$ cat config.mk
export PLATFORM = sky130hd
export DESIGN_NAME = bilinear_seq_flat
export DESIGN_NICKNAME = d
export VERILOG_FILES = /design/src/rtl/downscale_pkg.sv /design/src/rtl/bilinear_seq_if.sv /design/src/rtl/coord_gen.sv /design/src/rtl/bilinear_seq.sv /design/src/flat_wrapper.sv
export SDC_FILE = /design/constraint.sdc
export NUM_CORES = 1
export LEC_CHECK = 0
export CAP_MARGIN = 25
export CORE_MARGIN = 1.5
export CORE_UTILIZATION = 55
export CTS_CLUSTER_DIAMETER = 100
export DETAILED_ROUTE_END_ITERATION = 7
export GPL_ROUTABILITY_DRIVEN = 0
export GPL_TIMING_DRIVEN = 0
export PLACE_DENSITY = 0.81
export REMOVE_ABC_BUFFERS = 1
export SETUP_SLACK_MARGIN = 0.2
export SLEW_MARGIN = 20
export SYNTH_ARGS = -nofsm -noshare
export SYNTH_HDL_FRONTEND = slang
export SYNTH_SLANG_ARGS = --single-unit
export TNS_END_PERCENT = 10
$ cat constraint.sdc
create_clock -name clk -period 3.1 [get_ports clk]
set_input_delay 0.62 -clock clk [delete_from_list [all_inputs] [get_ports clk]]
set_output_delay 0.62 -clock clk [all_outputs]
set_load 0.005 [all_outputs]
$ cat src/rtl/downscale_pkg.sv
// Shared types and constants for the downscaling datapath.
// Latency: none (types and constants only).
// Backpressure: none.
package downscale_pkg;

  typedef logic [7:0]  pixel_t;
  typedef logic [15:0] q88_t;

  typedef enum logic [2:0] {
    IDLE, CALC, FETCH, DRAIN, START, WAIT, WRITE, DONE
  } seq_state_t;

  localparam int   FRAC_BITS = 8;
  localparam q88_t ONE_Q88   = 16'h0100;

endpackage

$ cat src/rtl/bilinear_seq_if.sv
// Start/valid link between bilinear_seq (master) and bilinear_interp (slave).
// Latency: wires only; the slave answers a start pulse with valid some cycles later.
// Backpressure: none; the master holds its operands until valid returns.
interface bilinear_seq_if;
  import downscale_pkg::*;

  pixel_t o_p1;
  pixel_t o_p2;
  pixel_t o_p3;
  pixel_t o_p4;
  q88_t   o_wx;
  q88_t   o_wy;
  logic   o_start;
  pixel_t i_pixel;
  logic   i_valid;

  modport master (
    output o_p1, o_p2, o_p3, o_p4, o_wx, o_wy, o_start,
    input  i_pixel, i_valid
  );

  modport slave (
    input  o_p1, o_p2, o_p3, o_p4, o_wx, o_wy, o_start,
    output i_pixel, i_valid
  );

endinterface

$ cat src/rtl/coord_gen.sv
// One-axis Q8.8 coordinate generator: step accumulator with edge clamp and neighbour index.
// Latency: coordinates are combinational from the accumulator register.
// Backpressure: none; the accumulator moves only on clr_i / adv_i.
module coord_gen
  import downscale_pkg::*;
#(
  parameter int SRC = 64
) (
  input  logic       clk,
  input  logic       rst_n,
  input  logic       clr_i,
  input  logic       adv_i,
  input  q88_t       step_i,
  output logic [7:0] c0_o,
  output logic [7:0] c1_o,
  output logic [7:0] frac_o
);

  localparam logic [7:0] MAX_C = 8'(SRC - 1);

  q88_t acc_d;
  q88_t acc_q;
  q88_t nxt;

  // Accumulate the step instead of multiplying by the destination index
  always_comb begin
    acc_d = acc_q;
    if (clr_i) begin
      acc_d = '0;
    end else if (adv_i) begin
      acc_d = acc_q + step_i;
    end
  end

  // Accumulator register
  always_ff @(posedge clk or negedge rst_n) begin
    if (!rst_n) begin
      acc_q <= '0;
    end else begin
      acc_q <= acc_d;
    end
  end

  // Clamp past the image edge (fraction dropped) and pick the right/lower neighbour
  always_comb begin
    c0_o   = acc_q[15:FRAC_BITS];
    frac_o = acc_q[FRAC_BITS-1:0];
    if (acc_q[15:FRAC_BITS] > MAX_C) begin
      c0_o   = MAX_C;
      frac_o = '0;
    end
    nxt  = {c0_o, 8'h00} + ONE_Q88;
    c1_o = (c0_o < MAX_C) ? nxt[15:FRAC_BITS] : MAX_C;
  end

endmodule

$ cat src/rtl/bilinear_seq.sv
// Walks the destination raster, fetches 4 source neighbours, starts the interpolator, writes results.
// Latency: 8 cycles per pixel plus interpolator latency; one pixel in flight at a time.
// Backpressure: stalls in WAIT until valid (optional macro BILINEAR_SEQ_TIMEOUT_EN bounds the wait).
module bilinear_seq
  import downscale_pkg::*;
#(
  parameter int SRC_W  = 64,
  parameter int SRC_H  = 64,
  parameter int ADDR_W = 16,
  parameter int DIM_W  = 8
`ifdef BILINEAR_SEQ_TIMEOUT_EN
  ,
  parameter int TIMEOUT = 64
`endif
) (
  input  logic              clk,
  input  logic              rst_n,
  input  logic              i_go,
  input  q88_t              i_step,
  input  logic [DIM_W-1:0]  i_dst_w,
  input  logic [DIM_W-1:0]  i_dst_h,
  output logic [ADDR_W-1:0] o_rd_addr,
  input  pixel_t            i_rd_data,
  bilinear_seq_if.master    ifc,
  output logic              o_wr_en,
  output logic [ADDR_W-1:0] o_wr_addr,
  output pixel_t            o_wr_data,
  output logic              o_busy,
  output logic              o_done
`ifdef BILINEAR_SEQ_TIMEOUT_EN
  ,
  output logic              o_err
`endif
);

  localparam logic [ADDR_W-1:0] SRC_W_A = ADDR_W'(SRC_W);

  seq_state_t        state_q, state_d;
  logic [1:0]        fcnt_q;
  logic [DIM_W-1:0]  dst_w_q, dst_h_q, dx_q, dy_q;
  q88_t              step_q;
  logic [7:0]        x0_c, x1_c, fx_c, y0_c, y1_c, fy_c;
  logic [7:0]        x0_q, x1_q, fx_q, y0_q, y1_q, fy_q;
  logic [7:0]        xsel, ysel;
  pixel_t [3:0]      p_q;
  pixel_t            pix_q;
  logic [ADDR_W-1:0] wr_addr_q;
  logic              accept, last_x, last_y, timed_out;
  logic              x_clr, x_adv, y_clr, y_adv;

  assign accept = i_go && (state_q == IDLE || state_q == DONE);
  assign last_x = !(dx_q < dst_w_q - DIM_W'(1));
  assign last_y = !(dy_q < dst_h_q - DIM_W'(1));

  coord_gen #(.SRC(SRC_W)) u_x (
    .clk(clk), .rst_n(rst_n), .clr_i(x_clr), .adv_i(x_adv), .step_i(step_q),
    .c0_o(x0_c), .c1_o(x1_c), .frac_o(fx_c)
  );

  coord_gen #(.SRC(SRC_H)) u_y (
    .clk(clk), .rst_n(rst_n), .clr_i(y_clr), .adv_i(y_adv), .step_i(step_q),
    .c0_o(y0_c), .c1_o(y1_c), .frac_o(fy_c)
  );

`ifdef BILINEAR_SEQ_TIMEOUT_EN
  localparam int TMO_W = $clog2(TIMEOUT + 1);
  logic [TMO_W-1:0] tmo_q;
  logic             err_q;

  assign timed_out = (tmo_q == TMO_W'(TIMEOUT - 1));
  assign o_err     = err_q;

  // Count WAIT cycles; the error flag stays up until the next accepted frame
  always_ff @(posedge clk or negedge rst_n) begin
    if (!rst_n) begin
      tmo_q <= '0;
      err_q <= 1'b0;
    end else begin
      tmo_q <= (state_q == WAIT) ? tmo_q + TMO_W'(1) : '0;
      if (accept) begin
        err_q <= 1'b0;
      end else if (state_q == WAIT && timed_out && !ifc.i_valid) begin
        err_q <= 1'b1;
      end
    end
  end
`else
  assign timed_out = 1'b0;
`endif

  // State register
  always_ff @(posedge clk or negedge rst_n) begin
    if (!rst_n) begin
      state_q <= IDLE;
    end else begin
      state_q <= state_d;
    end
  end

  // Next state plus raster-walk strobes for the coordinate generators
  always_comb begin
    state_d = state_q;
    x_clr   = accept;
    y_clr   = accept;
    x_adv   = 1'b0;
    y_adv   = 1'b0;
    case (state_q)
      IDLE:  if (accept) state_d = CALC;
      CALC:  state_d = FETCH;
      FETCH: if (fcnt_q == 2'd3) state_d = DRAIN;
      DRAIN: state_d = START;
      START: state_d = WAIT;
      WAIT:  if (ifc.i_valid || timed_out) state_d = WRITE;
      WRITE: begin
        if (!last_x) begin
          x_adv   = 1'b1;
          state_d = CALC;
        end else if (!last_y) begin
          x_clr   = 1'b1;
          y_adv   = 1'b1;
          state_d = CALC;
        end else begin
          state_d = DONE;
        end
      end
      DONE:    state_d = accept ? CALC : IDLE;
      default: state_d = IDLE;
    endcase
  end

  // Frame parameters, raster counters, coordinates, fetched neighbours and result
  always_ff @(posedge clk or negedge rst_n) begin
    if (!rst_n) begin
      dst_w_q   <= '0;
      dst_h_q   <= '0;
      step_q    <= '0;
      dx_q      <= '0;
      dy_q      <= '0;
      fcnt_q    <= '0;
      x0_q      <= '0;
      x1_q      <= '0;
      fx_q      <= '0;
      y0_q      <= '0;
      y1_q      <= '0;
      fy_q      <= '0;
      p_q       <= '0;
      pix_q     <= '0;
      wr_addr_q <= '0;
    end else begin
      if (accept) begin
        dst_w_q   <= i_dst_w;
        dst_h_q   <= i_dst_h;
        step_q    <= i_step;
        wr_addr_q <= '0;
      end
      if (x_clr)      dx_q <= '0;
      else if (x_adv) dx_q <= dx_q + DIM_W'(1);
      if (y_clr)      dy_q <= '0;
      else if (y_adv) dy_q <= dy_q + DIM_W'(1);
      if (state_q == CALC) begin
        x0_q <= x0_c;
        x1_q <= x1_c;
        fx_q <= fx_c;
        y0_q <= y0_c;
        y1_q <= y1_c;
        fy_q <= fy_c;
      end
      fcnt_q <= (state_q == FETCH) ? fcnt_q + 2'd1 : 2'd0;
      // RAM data trails the address by one cycle, so capture the previous issue
      if (state_q == FETCH && fcnt_q != 2'd0) p_q[fcnt_q - 2'd1] <= i_rd_data;
      if (state_q == DRAIN) p_q[3] <= i_rd_data;
      if (state_q == WAIT) pix_q <= ifc.i_valid ? ifc.i_pixel : 8'h00;
      if (state_q == WRITE) wr_addr_q <= wr_addr_q + ADDR_W'(1);
    end
  end

  // Neighbour order: (x0,y0), (x1,y0), (x0,y1), (x1,y1)
  assign xsel      = fcnt_q[0] ? x1_q : x0_q;
  assign ysel      = fcnt_q[1] ? y1_q : y0_q;
  assign o_rd_addr = (state_q == FETCH) ? ADDR_W'(ysel) * SRC_W_A + ADDR_W'(xsel) : '0;

  assign ifc.o_p1    = p_q[0];
  assign ifc.o_p2    = p_q[1];
  assign ifc.o_p3    = p_q[2];
  assign ifc.o_p4    = p_q[3];
  assign ifc.o_wx    = {8'h00, fx_q};
  assign ifc.o_wy    = {8'h00, fy_q};
  assign ifc.o_start = (state_q == START);

  assign o_wr_en   = (state_q == WRITE);
  assign o_wr_addr = wr_addr_q;
  assign o_wr_data = pix_q;
  assign o_busy    = (state_q != IDLE) && (state_q != DONE);
  assign o_done    = (state_q == DONE);

endmodule

$ cat src/flat_wrapper.sv
// flat-port wrapper written by rule: the top's interface ports become plain ports
module bilinear_seq_flat import downscale_pkg::*;
#(
  parameter int SRC_W  = 64,
  parameter int SRC_H  = 64,
  parameter int ADDR_W = 16,
  parameter int DIM_W  = 8

)
  (clk, rst_n, i_go, i_step, i_dst_w, i_dst_h, o_rd_addr, i_rd_data, o_wr_en, o_wr_addr, o_wr_data, o_busy, o_done, ifc_o_p1, ifc_o_p2, ifc_o_p3, ifc_o_p4, ifc_o_wx, ifc_o_wy, ifc_o_start, ifc_i_pixel, ifc_i_valid);
  bilinear_seq_if ifc_i ();
  input  logic clk;
  input  logic rst_n;
  input  logic i_go;
  input  q88_t i_step;
  input  logic [DIM_W-1:0] i_dst_w;
  input  logic [DIM_W-1:0] i_dst_h;
  output logic [ADDR_W-1:0] o_rd_addr;
  input  pixel_t i_rd_data;
  output logic o_wr_en;
  output logic [ADDR_W-1:0] o_wr_addr;
  output pixel_t o_wr_data;
  output logic o_busy;
  output logic o_done;
  output wire logic [$bits(ifc_i.o_p1)-1:0] ifc_o_p1;
  output wire logic [$bits(ifc_i.o_p2)-1:0] ifc_o_p2;
  output wire logic [$bits(ifc_i.o_p3)-1:0] ifc_o_p3;
  output wire logic [$bits(ifc_i.o_p4)-1:0] ifc_o_p4;
  output wire logic [$bits(ifc_i.o_wx)-1:0] ifc_o_wx;
  output wire logic [$bits(ifc_i.o_wy)-1:0] ifc_o_wy;
  output wire logic [$bits(ifc_i.o_start)-1:0] ifc_o_start;
  input wire logic [$bits(ifc_i.i_pixel)-1:0] ifc_i_pixel;
  input wire logic [$bits(ifc_i.i_valid)-1:0] ifc_i_valid;
  assign ifc_o_p1 = ifc_i.o_p1;
  assign ifc_o_p2 = ifc_i.o_p2;
  assign ifc_o_p3 = ifc_i.o_p3;
  assign ifc_o_p4 = ifc_i.o_p4;
  assign ifc_o_wx = ifc_i.o_wx;
  assign ifc_o_wy = ifc_i.o_wy;
  assign ifc_o_start = ifc_i.o_start;
  assign ifc_i.i_pixel = ifc_i_pixel;
  assign ifc_i.i_valid = ifc_i_valid;
  bilinear_seq #(.SRC_W(SRC_W), .SRC_H(SRC_H), .ADDR_W(ADDR_W), .DIM_W(DIM_W)) u_core (.clk(clk), .rst_n(rst_n), .i_go(i_go), .i_step(i_step), .i_dst_w(i_dst_w), .i_dst_h(i_dst_h), .o_rd_addr(o_rd_addr), .i_rd_data(i_rd_data), .ifc(ifc_i), .o_wr_en(o_wr_en), .o_wr_addr(o_wr_addr), .o_wr_data(o_wr_data), .o_busy(o_busy), .o_done(o_done));
endmodule
Yosys cells after proc, flatten, opt, wreduce, memory -nomap -nowiden --
Index checks and enable logic that the tools add are counted.
Cells by class: add/sub/neg operators 12, order comparisons 8, equality and inequality tests 12, multiplexer cells 41, reductions and logical operators 13
Operator list (count):
- two-way mux 8 bit | 15
- two-way mux 16 bit | 7
- adder 16 bit | 2
- adder 16 x 9 -> 16 bit (second input constant) | 2
- bitwise mux 32 bit | 1
- two-way mux 32 bit | 1
- case mux 3 bit (8 select lines) | 1
- adder 16 x 1 -> 16 bit (second input constant) | 1
- adder 8 x 1 -> 8 bit (second input constant) | 2
- demux 8 bit (select 2 bit) | 1
- greater-than comparator 8 x 6 -> 1 bit (second input constant) | 2
- < comparator 8 x 6 -> 1 bit (second input constant) | 2
- < comparator 8 bit | 2
- subtractor 8 x 1 -> 8 bit (second input constant) | 2
- adder 14 x 8 -> 15 bit | 1
- two-way mux 3 bit | 5
- equality test 3 bit (second input constant) | 4
- nonzero test 2 bit | 5
- two-way mux 1 bit | 9
- equality test 3 x 2 -> 1 bit (second input constant) | 2
- logical AND 1 bit | 4
- != test 2 x 1 -> 1 bit (second input constant) | 2
- equality test 3 x 1 -> 1 bit (second input constant) | 1
- logical NOT 3 bit | 1
- other kinds (11) | 11
Word-level totals: flip-flop bits (word level) 189, input port bits 52, output and inout port bits 108, logic and storage cells 107

Longest topological paths before layout --
Gate-level depths: netlist of the first run.
depth after elaboration 8, mapped depth 14, depth with buffers taken out 13

Modules after synthesis --
Synthesis of the first run repeated with hierarchy kept, for this count alone.
Second synthesis, totals: cell total of the unflattened synthesis 1143, area total of the unflattened synthesis 11118.2 µm²
Modules (own cells, without submodules):
- bilinear_seq | times used 1, cells an instance 714, area each 7654.8 µm², seq. area each 3928.8 µm²
- coord_gen (u_core.u_y) | times used 1, cells an instance 218, area each 1752.9 µm², seq. area each 400.4 µm²
- coord_gen (u_core.u_x) | times used 1, cells an instance 211, area each 1710.4 µm², seq. area each 400.4 µm²

Worst setup path after synthesis of the first run --
Ideal clock, no wire load.
path kind register to output, from register u_core.fcnt_q[0], to output port o_rd_addr[10], arrival time 2.381 ns, data required time 2.480 ns, slack 0.099 ns, stages on the path, launching flop included 10, path buffers 1, path through dfrtp_1 -> clkbuf_1 -> mux2_2 -> ha_1 -> fa_1 -> nor2b_1 -> nand2_1 -> xnor2_1 -> nor2_1 -> a211oi_1
Between the ends: word-level cells in the longest chain between the ends 3
RTL lines:
- start: declaration | line bilinear_seq.sv:39 | logic [1:0] fcnt_q;
- start signal: assignment | line bilinear_seq.sv:168 | fcnt_q <= (state_q == FETCH) ? fcnt_q + 2'd1 : 2'd0;
- two-way mux 8 bit | line bilinear_seq.sv:178 | assign xsel = fcnt_q[0] ? x1_q : x0_q;
- adder 14 x 8 -> 15 bit | line bilinear_seq.sv:180 | assign o_rd_addr = (state_q == FETCH) ? ADDR_W'(ysel) * SRC_W_A + ADDR_W'(xsel) : '0;
- two-way mux 16 bit | line bilinear_seq.sv:180
- end: declaration | line flat_wrapper.sv:18 | output logic [ADDR_W-1:0] o_rd_addr;
No other way between the ends.

Worst setup path in the final report of the first run --
from register u_core.fcnt_q[1], to output port o_rd_addr[10]
Between the ends: word-level cells in the longest chain between the ends 3
RTL lines:
- two-way mux 8 bit | line bilinear_seq.sv:179 | assign ysel = fcnt_q[1] ? y1_q : y0_q;
- adder 14 x 8 -> 15 bit | line bilinear_seq.sv:180
- two-way mux 16 bit | line bilinear_seq.sv:180
No other way between the ends.

==> results.sh, run 1 <==
export IMPL_detail_route_first_pass_iterations=7
export IMPL_critical_path_endpoint_type="output port"
export IMPL_final_nets=1355
export IMPL_synth_top_cells_by_area="dfrtp_1 46%, nand2_1 8.5%, ha_1 7.1%"
export IMPL_viasPerCell=5.677
export IMPL_detail_route_wl_per_cell_um=16.58
export IMPL_io_pins=160
export IMPL_routed_wirelength_um=24610
export IMPL_clkTransAtPathRegs_ns=0.07
export IMPL_starting_utilization_of_the_core_area_pct=56.57
export IMPL_total_switching_power_uw=4561
export IMPL_synth_seq_cells=189
export IMPL_synth_seq_area_share_pct=46.23
export IMPL_ant_nets=0
export IMPL_clkSinkCount=189
export IMPL_layout_min_cycle_time_ns=3.051
export IMPL_report_final_hold_viol_count=0
export IMPL_final_cell_area_um2=13030
export IMPL_floorplan_die_height_um=139.4
export IMPL_drive_gt1_share_pct=14.66
export IMPL_worstRegToRegCells=11
export IMPL_timing_critical_path_slowest_stage_cell="dfrtp_2"
export IMPL_max_clock_path_buffers=2
export IMPL_row_count=49
export IMPL_fmax_mhz=327.8
export IMPL_timing_clock_skew_ns=0.01116
export IMPL_vias_in_the_first_global_route=8165
export IMPL_timing_worst_setup_path_type="reg2out"
export IMPL_count_of_flip_flops_with_a_built_in_enable_after_synthesis=0
export IMPL_startpoint_type="flop"
export IMPL_pin_count_of_the_biggest_net_entering_global_routing=101
export IMPL_slew_at_the_pin_closest_to_its_max_slew_limit_ns=1.026
export IMPL_grt_setup_unrepaired="yes"
export IMPL_netlist_area_um2=10230
export IMPL_drcViolationCount=18
export IMPL_netSwitchingFraction_pct=40.68
export IMPL_critical_path_max_stage_delay_ns=0.44
export IMPL_clock_power_share_pct=19.4
export IMPL_ys_warnings_count=0
export IMPL_critPathMaxFanout=4
export IMPL_number_of_antenna_violations_at_the_first_check_in_global_routing=0
export IMPL_critPathRequiredTime_ns=2.48
export IMPL_ctsHoldBuffers=0
export IMPL_clock_latency_of_the_later_clocked_register_in_the_worst_skew_pair_ns=0.44
export IMPL_critical_path_cell_chain="mux2_4, ha_4, fa_2, nor2b_4, nand2_2, xnor2_1, nor2_1, a211oi_1, buf_2"
export IMPL_netlist_instances=1091
export IMPL_die_area_um2=19430
export IMPL_cap_viol_max_count=0
export IMPL_cts_tree="yes"
export IMPL_comb_power_share_pct=45.8
export IMPL_yosys_cell_types_count=67
export IMPL_most_common_layout_cells="223 x nand2_1, 186 x dfrtp_1, 133 x clkdlybuf4s50_1"
export IMPL_leakage_uw=0.005949
export IMPL_ys_flop_type="dfrtp_1"
export IMPL_placedCellCount=1426
export IMPL_asyncSetResetFlopFracSynth_pct=100.0
export IMPL_port_buffer_count=142
export IMPL_worst_min_delay_path_category="in2async"
export IMPL_finalCritPeriodShare_pct=98.41
export IMPL_slew_headroom_pct=31.32
export IMPL_timing_hold_ws_ns=0.1917
export IMPL_synth_top_area_share_pct=46.23
export IMPL_arrival_ns=2.43
export IMPL_pwr_density_cell_nw_per_um2=860.8
export IMPL_grt_pass1_wl_um=40780
export IMPL_failed_checks="DRC"
export IMPL_globalRouteTotalUtil_pct=25.89
export IMPL_dp_final_hpwl_um=16390
export IMPL_grt_overflow_total=0
export IMPL_setup_violations=0
export IMPL_postSynthAreaPerCell_um2=9.378
export IMPL_post_dp_cell_area_um2=11860
export IMPL_tritoncts_num_buffers=17
export IMPL_totalPowerFinal_uw=11210
export IMPL_flow_area_growth_from_synthesis_pct=27.32
export IMPL_layout_cells_non_filler=1484
export IMPL_timing_max_transition_violations_final=0
export IMPL_internal_power_uw=6652
export IMPL_run_status="finished, violations left"
export IMPL_num_vias=8424
export IMPL_core_area_um2=18090
export IMPL_drt_first_iter_violations=501
export IMPL_vdd_ir_drop_worst_v=0.0004699
export IMPL_cts_root_buf="clkbuf_16"
export IMPL_antennaDiodeCount=0
export IMPL_share_seq_of_total_power_pct=34.8
export IMPL_commonest_non_fill_non_tap_cell_in_the_layout="nand2_1"
export IMPL_h_tree_depth_reported_by_cts=4
export IMPL_post_synth_top_area_cell="dfrtp_1"
export IMPL_die_width_um=139.4
==> cell families after synthesis <==
kind of cell / synth area share (%)
adders and majority gates: 7.680
muxes: 5.577
DFF: 46.23
xor gates and xnor gates: 4.366
other: 0.03665
AOI/OAI and AO/OA: 12.90
and+or+nand+nor: 19.53
buffers and inverters: 3.681
==> Yosys cell counts (all sizes together) (9+ instances only) <==
cell type,instances
nand2,232
dfrtp,189
o21ai,98
nor2,71
nand3,62
ha,58
mux2,37
xnor2,37
buf,33
a21oi,31
clkbuf,25
inv,20
mux2i,15
nor3,14
xor2,14
and2,12
and3,12
a21o,11
a31oi,10
o31ai,9
==> metrics by stage <==
stage | setup TNS (ns) | utilization [%] | setup slack, ns
3_5_place_dp | -11.36 | 65.56 | -0.5286
4_1_cts | 0 | 70.13 | 0.05638
5_1_grt | -0.1823 | 72.02 | -0.1121
6_report | 0 | 72.02 | 0.04917
3_3_place_gp | -1316.93 | 64.68 | -6.397
2_1_floorplan | -6.492 | - | -0.3486
==> flip-flops by register name, indices dropped and copies added, names as in the netlist, 16 cells and up <==
register,cells
u_core.step_q,16
u_core.u_x.acc_q,16
u_core.o_wr_addr,16
u_core.u_y.acc_q,16
==> timing repair <==
item                                    in CTS  in global routing
setup buffers                               15                 10
endpoints found under the setup margin      62                 66
cloned                                       1                  0
resized for setup                           66                 72
pin swaps                                   11                 37
==> path summary, 6_finish.rpt <==
check	from	end	slack, ns
min	rst_n	u_core.fcnt_q[0]	0.19
max in group asynchronous	rst_n	u_core.fcnt_q[1]	1.97
max reg2reg	u_core.dst_h_q[3]	u_core.u_x.acc_q[3]	0.09
min in group clk	u_core.x0_q[3]	u_core.x0_q[3]	0.47
max	u_core.fcnt_q[1]	o_rd_addr[10]	0.05
min reg2reg	u_core.x0_q[3]	u_core.x0_q[3]	0.47
==> critical path: cells and delay by family, from the launching register on <==
kind	cells	cell delay, ns
AOI/OAI and AO/OA	1	0.15
xor gates and xnor gates	1	0.11
adders and majority gates	2	0.52
buffers and inverters	1	0.16
DFF	1	0.44
muxes	1	0.33
and+or+nand+nor	3	0.29
==> power groups by stage <==
| stage | Combinational (uW) | Clock [uW] | Sequential [uW] |
|---|---|---|---|
| after global routing | 5700 | 2310 | 4010 |
| after CTS | 4730 | 2200 | 3850 |
| after floorplan | 2900 | 0 | 3720 |
| after global placement | 4130 | 0 | 3870 |
| after detailed placement | 4420 | 0 | 3900 |
| final | 5130 | 2170 | 3910 |
==> layer usage <==
metal | global-route usage, % | part of all wire, % | routed length, um
met5 | 0 | 0 | 0
met4 | 10.13 | 2.3 | 571
met3 | 3.716 | 4.8 | 1173
met2 | 43.13 | 49 | 12030
met1 | 34.32 | 44 | 10830
==> layout make-up <==
class                   instances  area (um^2)
multi-input cells             841         5600
fillers                      1311         5060
flip-flops and latches        189         4733
repair buffers                173         1747
clock buffers                  17        425.4
well taps                     229        286.5
clock inverters                15        155.1
inverters                      20        78.83
(Power assumes the default switching activity.)
==> run 2, diff against run 1 <==
--- a/config.mk
+++ b/config.mk
@@ -12,6 +12,7 @@
 export DETAILED_ROUTE_END_ITERATION = 7
 export GPL_ROUTABILITY_DRIVEN = 0
 export GPL_TIMING_DRIVEN = 0
+export HOLD_SLACK_MARGIN = 0.08
 export PLACE_DENSITY = 0.81
 export REMOVE_ABC_BUFFERS = 1
 export SETUP_SLACK_MARGIN = 0.2
==> results of run 2 <==
Same layout as run 1: the final DEF is identical, and so are final timing and power.
